### src/rtl/mips_pkg.sv
// Shared MIPS decode-stage types and constants: register index type,
// register-file size, default stall latencies and a register decode helper.
package mips_pkg;

    localparam int NUM_REGS       = 32;
    localparam int DEF_ALU_STALL  = 0;
    localparam int DEF_LOAD_STALL = 1;

    typedef logic [4:0] reg_idx_t;

    localparam reg_idx_t REG_ZERO = 5'd0;

    // One-hot select of a register; r0 decodes to nothing because it is hardwired.
    function automatic logic [NUM_REGS-1:0] reg_onehot(input reg_idx_t idx);
        logic [NUM_REGS-1:0] vec;
        vec = {NUM_REGS{1'b0}};
        if (idx != REG_ZERO) begin
            vec[idx] = 1'b1;
        end else begin
            vec = {NUM_REGS{1'b0}};
        end
        return vec;
    endfunction

endpackage

### src/rtl/id_hazard_ctrl_if.sv
// Decode/execute/writeback handshake bundle of the hazard controller.
// master drives the pipeline side, slave is the controller.
interface id_hazard_ctrl_if
    import mips_pkg::*;
#(
    parameter int STALL_CNT_W = 16
);
    logic                   id_valid;
    reg_idx_t               id_rs;
    reg_idx_t               id_rt;
    logic                   id_use_rs;
    logic                   id_use_rt;
    reg_idx_t               id_rd;
    logic                   id_we;
    logic                   id_is_load;
    logic                   ex_ready;
    logic                   wb_valid;
    reg_idx_t               wb_rd;
    logic                   stall;
    logic                   issue;
    logic                   fwd_rs;
    logic                   fwd_rt;
    logic [NUM_REGS-1:0]    pending_mask;
    logic [STALL_CNT_W-1:0] stall_cnt;

    modport master (
        output id_valid, id_rs, id_rt, id_use_rs, id_use_rt,
        output id_rd, id_we, id_is_load, ex_ready, wb_valid, wb_rd,
        input  stall, issue, fwd_rs, fwd_rt, pending_mask, stall_cnt
    );

    modport slave (
        input  id_valid, id_rs, id_rt, id_use_rs, id_use_rt,
        input  id_rd, id_we, id_is_load, ex_ready, wb_valid, wb_rd,
        output stall, issue, fwd_rs, fwd_rt, pending_mask, stall_cnt
    );

endinterface

### src/rtl/id_sb_entry.sv
// One scoreboard entry: pending flag plus a countdown of cycles until the
// producer's result reaches the bypass network.
module id_sb_entry #(
    parameter int CNT_W = 2
) (
    input  logic             clk,
    input  logic             rst_n,
    input  logic             set,
    input  logic [CNT_W-1:0] set_cnt,
    input  logic             clr,
    output logic             pending,
    output logic [CNT_W-1:0] cnt
);

    logic             pending_nxt_s;
    logic [CNT_W-1:0] cnt_nxt_s;

    // Next state: decrement, then writeback clear, then a new issue overrides both.
    always_comb begin
        pending_nxt_s = pending;
        cnt_nxt_s     = cnt;
        if (cnt != {CNT_W{1'b0}}) begin
            cnt_nxt_s = cnt - CNT_W'(1);
        end else begin
            cnt_nxt_s = cnt;
        end
        if (clr) begin
            pending_nxt_s = 1'b0;
            cnt_nxt_s     = {CNT_W{1'b0}};
        end else begin
            pending_nxt_s = pending;
        end
        if (set) begin
            pending_nxt_s = 1'b1;
            cnt_nxt_s     = set_cnt;
        end else begin
            pending_nxt_s = pending_nxt_s;
        end
    end

    // Entry state register.
    always_ff @(posedge clk or negedge rst_n) begin
        if (!rst_n) begin
            pending <= 1'b0;
            cnt     <= {CNT_W{1'b0}};
        end else begin
            pending <= pending_nxt_s;
            cnt     <= cnt_nxt_s;
        end
    end

endmodule

### src/rtl/id_hazard_ctrl.sv
// Decode-stage register scoreboard and issue controller: decides issue/stall,
// selects bypass per source and counts hazard-stall cycles.
module id_hazard_ctrl
    import mips_pkg::*;
#(
    parameter int ALU_STALL   = DEF_ALU_STALL,
    parameter int LOAD_STALL  = DEF_LOAD_STALL,
    parameter int CNT_W       = 2,
    parameter int STALL_CNT_W = 16
) (
    input  logic           clk,
    input  logic           rst_n,
    id_hazard_ctrl_if.slave sb
);

    localparam logic [CNT_W-1:0] ALU_CNT  = CNT_W'(ALU_STALL);
    localparam logic [CNT_W-1:0] LOAD_CNT = CNT_W'(LOAD_STALL);

    logic [NUM_REGS-1:0]    pending_s;
    logic [CNT_W-1:0]       cnt_s [NUM_REGS];
    logic [NUM_REGS-1:0]    set_vec_s;
    logic [NUM_REGS-1:0]    clr_vec_s;
    logic [CNT_W-1:0]       set_cnt_s;
    logic                   hz_rs_s;
    logic                   hz_rt_s;
    logic                   fwd_rs_s;
    logic                   fwd_rt_s;
    logic                   stall_s;
    logic                   issue_s;
    logic [STALL_CNT_W-1:0] stall_cnt_r;

    // Per-source hazard/bypass from the pre-edge entry, so an instruction sees its own old rd.
    always_comb begin
        hz_rs_s  = 1'b0;
        hz_rt_s  = 1'b0;
        fwd_rs_s = 1'b0;
        fwd_rt_s = 1'b0;
        if (sb.id_use_rs && (sb.id_rs != REG_ZERO) && pending_s[sb.id_rs]) begin
            hz_rs_s  = (cnt_s[sb.id_rs] != {CNT_W{1'b0}});
            fwd_rs_s = (cnt_s[sb.id_rs] == {CNT_W{1'b0}});
        end else begin
            hz_rs_s  = 1'b0;
            fwd_rs_s = 1'b0;
        end
        if (sb.id_use_rt && (sb.id_rt != REG_ZERO) && pending_s[sb.id_rt]) begin
            hz_rt_s  = (cnt_s[sb.id_rt] != {CNT_W{1'b0}});
            fwd_rt_s = (cnt_s[sb.id_rt] == {CNT_W{1'b0}});
        end else begin
            hz_rt_s  = 1'b0;
            fwd_rt_s = 1'b0;
        end
    end

    assign stall_s = sb.id_valid & (hz_rs_s | hz_rt_s);
    assign issue_s = sb.id_valid & ~stall_s & sb.ex_ready;

    // Entry set/clear strobes; reg_onehot never selects r0, which keeps entry 0 idle.
    always_comb begin
        set_vec_s = {NUM_REGS{1'b0}};
        clr_vec_s = {NUM_REGS{1'b0}};
        set_cnt_s = ALU_CNT;
        if (issue_s && sb.id_we) begin
            set_vec_s = reg_onehot(sb.id_rd);
        end else begin
            set_vec_s = {NUM_REGS{1'b0}};
        end
        if (sb.wb_valid) begin
            clr_vec_s = reg_onehot(sb.wb_rd);
        end else begin
            clr_vec_s = {NUM_REGS{1'b0}};
        end
        if (sb.id_is_load) begin
            set_cnt_s = LOAD_CNT;
        end else begin
            set_cnt_s = ALU_CNT;
        end
    end

    for (genvar i = 0; i < NUM_REGS; i++) begin : g_entry
        id_sb_entry #(
            .CNT_W   (CNT_W)
        ) u_entry (
            .clk     (clk),
            .rst_n   (rst_n),
            .set     (set_vec_s[i]),
            .set_cnt (set_cnt_s),
            .clr     (clr_vec_s[i]),
            .pending (pending_s[i]),
            .cnt     (cnt_s[i])
        );
    end

    // Saturating hazard-stall counter for performance monitoring.
    always_ff @(posedge clk or negedge rst_n) begin
        if (!rst_n) begin
            stall_cnt_r <= {STALL_CNT_W{1'b0}};
        end else if (stall_s && (stall_cnt_r != {STALL_CNT_W{1'b1}})) begin
            stall_cnt_r <= stall_cnt_r + STALL_CNT_W'(1);
        end else begin
            stall_cnt_r <= stall_cnt_r;
        end
    end

    assign sb.stall        = stall_s;
    assign sb.issue        = issue_s;
    assign sb.fwd_rs       = fwd_rs_s;
    assign sb.fwd_rt       = fwd_rt_s;
    assign sb.pending_mask = pending_s;
    assign sb.stall_cnt    = stall_cnt_r;

endmodule

### src/flat_wrapper.sv
// flat-port wrapper written by rule: the top's interface ports become plain ports
module id_hazard_ctrl_flat import mips_pkg::*;
#(
    parameter int ALU_STALL   = DEF_ALU_STALL,
    parameter int LOAD_STALL  = DEF_LOAD_STALL,
    parameter int CNT_W       = 2,
    parameter int STALL_CNT_W = 16
)
  (clk, rst_n, sb_id_valid, sb_id_rs, sb_id_rt, sb_id_use_rs, sb_id_use_rt, sb_id_rd, sb_id_we, sb_id_is_load, sb_ex_ready, sb_wb_valid, sb_wb_rd, sb_stall, sb_issue, sb_fwd_rs, sb_fwd_rt, sb_pending_mask, sb_stall_cnt);
  id_hazard_ctrl_if #(.STALL_CNT_W(STALL_CNT_W)) sb_i ();
  input  logic clk;
  input  logic rst_n;
  input wire logic [$bits(sb_i.id_valid)-1:0] sb_id_valid;
  input wire logic [$bits(sb_i.id_rs)-1:0] sb_id_rs;
  input wire logic [$bits(sb_i.id_rt)-1:0] sb_id_rt;
  input wire logic [$bits(sb_i.id_use_rs)-1:0] sb_id_use_rs;
  input wire logic [$bits(sb_i.id_use_rt)-1:0] sb_id_use_rt;
  input wire logic [$bits(sb_i.id_rd)-1:0] sb_id_rd;
  input wire logic [$bits(sb_i.id_we)-1:0] sb_id_we;
  input wire logic [$bits(sb_i.id_is_load)-1:0] sb_id_is_load;
  input wire logic [$bits(sb_i.ex_ready)-1:0] sb_ex_ready;
  input wire logic [$bits(sb_i.wb_valid)-1:0] sb_wb_valid;
  input wire logic [$bits(sb_i.wb_rd)-1:0] sb_wb_rd;
  output wire logic [$bits(sb_i.stall)-1:0] sb_stall;
  output wire logic [$bits(sb_i.issue)-1:0] sb_issue;
  output wire logic [$bits(sb_i.fwd_rs)-1:0] sb_fwd_rs;
  output wire logic [$bits(sb_i.fwd_rt)-1:0] sb_fwd_rt;
  output wire logic [$bits(sb_i.pending_mask)-1:0] sb_pending_mask;
  output wire logic [$bits(sb_i.stall_cnt)-1:0] sb_stall_cnt;
  assign sb_i.id_valid = sb_id_valid;
  assign sb_i.id_rs = sb_id_rs;
  assign sb_i.id_rt = sb_id_rt;
  assign sb_i.id_use_rs = sb_id_use_rs;
  assign sb_i.id_use_rt = sb_id_use_rt;
  assign sb_i.id_rd = sb_id_rd;
  assign sb_i.id_we = sb_id_we;
  assign sb_i.id_is_load = sb_id_is_load;
  assign sb_i.ex_ready = sb_ex_ready;
  assign sb_i.wb_valid = sb_wb_valid;
  assign sb_i.wb_rd = sb_wb_rd;
  assign sb_stall = sb_i.stall;
  assign sb_issue = sb_i.issue;
  assign sb_fwd_rs = sb_i.fwd_rs;
  assign sb_fwd_rt = sb_i.fwd_rt;
  assign sb_pending_mask = sb_i.pending_mask;
  assign sb_stall_cnt = sb_i.stall_cnt;
  id_hazard_ctrl #(.ALU_STALL(ALU_STALL), .LOAD_STALL(LOAD_STALL), .CNT_W(CNT_W), .STALL_CNT_W(STALL_CNT_W)) u_core (.clk(clk), .rst_n(rst_n), .sb(sb_i));
endmodule
### config.mk
export PLATFORM = sky130hd
export DESIGN_NAME = id_hazard_ctrl_flat
export DESIGN_NICKNAME = d
export VERILOG_FILES = /design/src/rtl/mips_pkg.sv /design/src/rtl/id_hazard_ctrl_if.sv /design/src/rtl/id_sb_entry.sv /design/src/rtl/id_hazard_ctrl.sv /design/src/flat_wrapper.sv
export SDC_FILE = /design/constraint.sdc
export NUM_CORES = 1
export LEC_CHECK = 0
export CORE_ASPECT_RATIO = 0.75
export CORE_MARGIN = 2
export CORE_UTILIZATION = 50
export DETAILED_ROUTE_END_ITERATION = 12
export PLACE_DENSITY_LB_ADDON = 0.12
export REMOVE_ABC_BUFFERS = 1
export SLEW_MARGIN = 20
export SYNTH_ARGS = -nofsm -noshare
export SYNTH_HDL_FRONTEND = slang
export SYNTH_SLANG_ARGS = --single-unit
### constraint.sdc
create_clock -name clk -period 9.7 [get_ports clk]
set_input_delay 2.425 -clock clk [delete_from_list [all_inputs] [get_ports clk]]
set_output_delay 2.425 -clock clk [all_outputs]
set_load 0.1 [all_outputs]
Word-level counts from Yosys, hierarchy flattened
Cells that the tools add are included.
{"block": "word_totals", "register_bits": 112, "in_bits": 29, "output_inout_bits": 52, "elab_cells": 409}
{"block": "classes", "addsub": 33, "magnitude_cmp": 8, "n_eq_ne": 1, "muxes": 183, "n_bitwise": 7, "n_reduce_logical": 112}
{"operator": "$mux 2", "n": 100}
{"operator": "$reduce_bool 2->1", "n": 66}
{"operator": "$mux 32", "n": 4}
{"operator": "$reduce_bool 3->1", "n": 32}
{"operator": "$mux 1", "n": 73}
{"operator": "$sub 2x1->2 const B", "n": 32}
{"operator": "$lt 5x6->1 const B", "n": 4}
{"operator": "$bmux 2 s5", "n": 2}
{"operator": "$reduce_bool 5->1", "n": 4}
{"operator": "$add 16x1->16 const B", "n": 1}
{"operator": "$ne 16x16->1 const B", "n": 1}
{"operator": "$ge 6x6->1 const B", "n": 2}
{"operator": "$not 5->6", "n": 2}
{"operator": "$bmux 1 s5", "n": 2}
{"operator": "$demux 1 s5", "n": 2}
{"operator": "$ge 5x1->1 const B", "n": 2}
{"operator": "$logic_and 1x1->1", "n": 8}
{"operator": "$logic_not 2->1", "n": 2}
{"operator": "$and 1x1->1", "n": 3}
{"operator": "$not 1->1", "n": 1}
{"operator": "$or 1x1->1", "n": 1}

Longest topological paths before layout
{"block": "depth", "word_depth": 14, "depth_mapped": 12, "ltp_nobuf": 8}

Hierarchy
Synthesis repeated with hierarchy kept, for this count alone.
{"block": "hier_totals", "hier_cells": 761, "hier_area_um2": 7464.7}
{"mod": "id_sb_entry", "n_inst": 32, "cells_each": 14, "area_each_um2": 150.1, "seq_area_each_um2": 75.1}
{"mod": "id_hazard_ctrl", "n_inst": 1, "cells_each": 313, "area_each_um2": 2660.1, "seq_area_each_um2": 400.4}

Worst setup path after synthesis
OpenSTA, ideal clock, no wires.
{"block": "synth_path", "path_kind": "input to output", "from": "input port sb_id_rs[1]", "to": "output port sb_stall", "t_arrival_ns": 5.461, "required_time_ns": 7.275, "slack_ns": 1.814, "cell_stages": 7, "n_path_buf": 2, "path_cell_list": "mux4_2 mux4_2 mux2_2 o22a_1 buf_4 buf_2 nor2b_1"}
{"block": "synth_via", "elab_chain_cells": 8, "word_cells_on_any_way": 13, "cone_classes": "6 x mux; 3 x bitwise; 4 x reduce/logical"}
{"element": "start, declared", "line": "flat_wrapper.sv:14", "source": "input wire logic [$bits(sb_i.id_rs)-1:0] sb_id_rs;"}
{"element": "$not 5->6 (implied by the code)", "line": "id_hazard_ctrl.sv:39", "source": "hz_rs_s = (cnt_s[sb.id_rs] != {CNT_W{1'b0}});"}
{"element": "$bmux 2 s5", "line": "id_hazard_ctrl.sv:39"}
{"element": "$mux 2 (implied by the code) (2 in series)", "line": "id_hazard_ctrl.sv:39"}
{"element": "$reduce_bool 2->1", "line": "id_hazard_ctrl.sv:39"}
{"element": "$mux 1 (*)", "line": "id_hazard_ctrl.sv:38", "source": "if (sb.id_use_rs && (sb.id_rs != REG_ZERO) && pending_s[sb.id_rs]) begin"}
{"element": "$or 1x1->1 (*)", "line": "id_hazard_ctrl.sv:54", "source": "assign stall_s = sb.id_valid & (hz_rs_s | hz_rt_s);"}
{"element": "$and 1x1->1 (*)", "line": "id_hazard_ctrl.sv:54"}
{"element": "end, declared", "line": "flat_wrapper.sv:24", "source": "output wire logic [$bits(sb_i.stall)-1:0] sb_stall;"}
Mark *: on every way between the ends. The rest lies on a longest branch, timed or not. The select of a mux whose other input is x is not followed.

Final worst setup path
{"block": "layout_path", "from": "input port sb_id_rt[0]", "to": "output port sb_fwd_rt"}
{"block": "layout_via", "elab_chain_cells": 6, "word_cells_on_any_way": 11, "cone_classes": "6 x mux; 1 x bitwise; 4 x reduce/logical"}
{"element": "start, declared", "line": "flat_wrapper.sv:15", "source": "input wire logic [$bits(sb_i.id_rt)-1:0] sb_id_rt;"}
{"element": "$not 5->6 (implied by the code)", "line": "id_hazard_ctrl.sv:47", "source": "fwd_rt_s = (cnt_s[sb.id_rt] == {CNT_W{1'b0}});"}
{"element": "$bmux 2 s5", "line": "id_hazard_ctrl.sv:47"}
{"element": "$mux 2 (implied by the code) (2 in series)", "line": "id_hazard_ctrl.sv:47"}
{"element": "$logic_not 2->1", "line": "id_hazard_ctrl.sv:47"}
{"element": "$mux 1 (*)", "line": "id_hazard_ctrl.sv:45", "source": "if (sb.id_use_rt && (sb.id_rt != REG_ZERO) && pending_s[sb.id_rt]) begin"}
{"element": "end, declared", "line": "flat_wrapper.sv:27", "source": "output wire logic [$bits(sb_i.fwd_rt)-1:0] sb_fwd_rt;"}
Marked as above.

==> key figures <==
STA
  • Skew final: around 0.012 ns
  • Final setup viols: 0
  • Worst-Margin Slew: around 1.2 ns
  • Hold Vio Cnt, Final: 0
  • Final slew viol count: 0
  • Final min period: 8.473 ns
  • Final setup margin: between 1 and 1.5 ns
  • FMAX: 118.0 MHz
  • RSZ-0062 raised after global routing: false
  • Period utilization: 0.8735
  • Slew HR: 0.2030
  • Final setup TNS: 0 ns

Power and ir drop
  • Cell Pwr Density: 282.3 nW/um^2
  • Internal power: between 1 and 1.5 mW
  • Sw frac: 0.4247
  • Register share of total power: 0.341
  • Peak supply drop: roughly 0.00019 V
  • Logic pwr share: 0.490
  • Clock share of power: 0.169
  • Psw: around 1 mW
  • Leakage Power: between 3 and 4 nW

Final layout
  • Share of cells above drive strength 1: 0.08762
  • Antenna Cells: 0
  • Most frequent cells in the layout: nand2_1, dfrtp_1, clkdlybuf4s50_1, inv_1, a21oi_1
  • Fin nets: between 900 and 1000
  • P&R area growth vs syn: 13.41%
  • Final cell area excluding filler cells: approximately 8400 um^2
  • Commonest non-fill, non-tap cell in the layout: nand2_1

GRT
  • Largest net degree at the start of global routing: slightly below 60
  • First-pass GRT wire length: 32.55 mm
  • Vias in the first global route: ~6000
  • Initial antenna violation count: 0
  • GR Overflow Total: 0
  • GRT Total Usage: 0.2705

Worst setup path
  • Critical Path RT: 7.28 ns
  • Critical Path Fanout Max: 19
  • Crit. End Element: output pin
  • Critical path class: input pin to output pin
  • R2r worst-path depth: 9
  • CP Data Arrival Time: approximately 6.1 ns
  • Startpoint Class: input pin

Placed design
  • DP HPWL: 14.89 mm
  • Placer Congestion: slightly above 0.9
  • Placed cell areas: roughly 8100 um^2
  • Port-buffer cells: 80
  • Pre-CTS setup slack: 1.224 ns

Logic synthesis
  • Adder and majority cell fraction of the synthesized area: 0.05587
  • Synth Cell Area: between 7000 and 8000 um^2
  • Sequential share of the synthesized area: 0.3792
  • Synth Flop Type: dfrtp_1
  • Complex-gate fraction of the synthesized area: 0.08566
  • Cells after synthesis: slightly above 800
  • Synth Area in Simple Gates: 0.2057
  • Largest cells by area after synthesis: dfrtp_1, nand2_1, mux4_2, ha_1, xor2_1
  • EDFF count, synth: 0
  • FF+latch count, synth: about 110
  • Synth Area per Inst: just under 9 um^2
  • Unique masters post-synth: 43
  • Largest family of logic cells by synthesized area: simple AND/OR/NAND/NOR gates
  • Post-synthesis mux area share: 0.1282
  • Yosys warnings: 0
  • Post-synth ARST share: 1.000
  • XOR/XNOR share of the synthesized area: 0.05214
  • Largest area contributor in the netlist: dfrtp_1
  • Yosys top cell area share: 0.3792

Clocking
  • Clock tree sinks: about 110
  • CTS H-Tree Depth: 3
  • Clock Pin Slew Worst Setup and Hold Paths: approximately 0.070 ns
  • Clk buf depth: 2
  • CTS Hold Bufs: 0
  • Worst-skew pair later-pin latency: approximately 0.36 ns
  • Postcts setup bufs: 0
  • CTS tree: done
  • PostCTS Resize Cnt: 0
  • TritonCTS Buffers: 9
  • Clk root buf: clkbuf_16

Detailed routing
  • Drt total wl: 20.40 mm
  • Via count: between 6000 and 7000
  • Antenna Nets Post-Route: 0
  • Via-per-instance ratio: ~5.9
  • WL/cell: ~19 um
  • Initial drt markers: 678
  • DRC: 0
  • DRT Pass-1 Iters: 5

Floorplan
  • Core Rows: 38
  • I/O Pins: 81
  • Die H: 109.3 um
  • Initial Util: 0.5113
  • Die footprint: roughly 16000 um^2
  • Core area: around 14000 um^2
  • Die W: 144.4 um

Min path
  • Hold Path Class: flip-flop to flip-flop
  • Hold path depth: 0

Job
  • Max Cap Viol: 0

Status
  • Status: completed
==> synthesized netlist by cell type (all sizes together) (21+ instances only) <==
cell type	count
a21oi	43
and3	41
buf	52
clkbuf	21
dfrtp	112
ha	33
inv	70
mux2	37
nand2	140
nand3	39
nor2	34
nor3	33
o21ai	36
xor2	42
==> final cells by class <==
cell class | count | area, um^2
repair buffers | 86 | 843.3
flip-flops and latches | 112 | 2803
fillers | 1274 | 6072
well taps | 200 | 250.2
clock inverters | 5 | 61.31
inverters | 70 | 262.8
multi-input cells | 572 | 3909
clock buffers | 11 | 252.7
==> layer usage <==
metal / global-route usage / vias up / part of all wire
li1: - / 2865 / -
met1: 0.3966 / 3125 / 0.46
met2: 0.4164 / 246 / 0.46
met3: 0.05575 / 24 / 0.073
met4: 0.06103 / 0 / 0.012
met5: 0 / - / 0
==> per-stage QoR <==
stage	hold WS, ns	power, mW	std cells	utilization
final	0.4402	2.366	1056	0.5799
after floorplan	0.4802	1.662	754	-
after CTS	0.4433	2.364	1056	0.5799
after global placement	0.4227	1.892	1040	0.5582
after global routing	0.4416	2.558	1056	0.5799
after detailed placement	0.4272	1.962	1040	0.5582
==> power by group through the flow <==
stage / registers [mW] / logic, mW / clock network, mW
after floorplan: 0.940 / 0.722 / 0
after global placement: 0.806 / 1.09 / 0
after detailed placement: 0.811 / 1.15 / 0
after CTS: 0.802 / 1.16 / 0.404
after global routing: 0.831 / 1.30 / 0.425
final: 0.808 / 1.16 / 0.400
==> final timing paths <==
check                                                   start                                 to  slack (ns)
max                                               sb_id_rt[0]                          sb_fwd_rt        1.23
min                         u_core.g_entry[0].u_entry.pending  u_core.g_entry[0].u_entry.pending        0.44
max reg2reg                u_core.g_entry[21].u_entry.pending  u_core.g_entry[26].u_entry.cnt[0]        6.20
min reg2reg                 u_core.g_entry[0].u_entry.pending  u_core.g_entry[0].u_entry.pending        0.44
max in group asynchronous                               rst_n   u_core.g_entry[1].u_entry.cnt[0]        6.35
min in group asynchronous                               rst_n             u_core.sb.stall_cnt[0]        2.12
==> flip-flops by register name (all words and copies together), names as in the netlist <==
register                        flops
u_core.g_entry.u_entry.pending     32
u_core.sb.stall_cnt                16
u_core.g_entry.u_entry.cnt         64
==> critical path, cell delays in order <==
cell and delay (ns):
clkdlybuf4s50_1 0.87, buf_4 0.42, nor3_1 0.18, a2111oi_0 0.10, nor4_1 0.32, mux2i_1 0.12, o22ai_1 0.20, nor2b_1 0.23
clkdlybuf4s50_1 1.17
==> cells by family after synthesis <==
| logic type | after synthesis |
|---|---|
| adders and majority gates | 33 |
| xor gates and xnor gates | 44 |
| AOI/OAI and AO/OA | 110 |
| DFF | 112 |
| muxes | 65 |
| and+or+nand+nor | 320 |
| buffers and inverters | 143 |
Note: power is estimated with default switching activity, not from simulation.
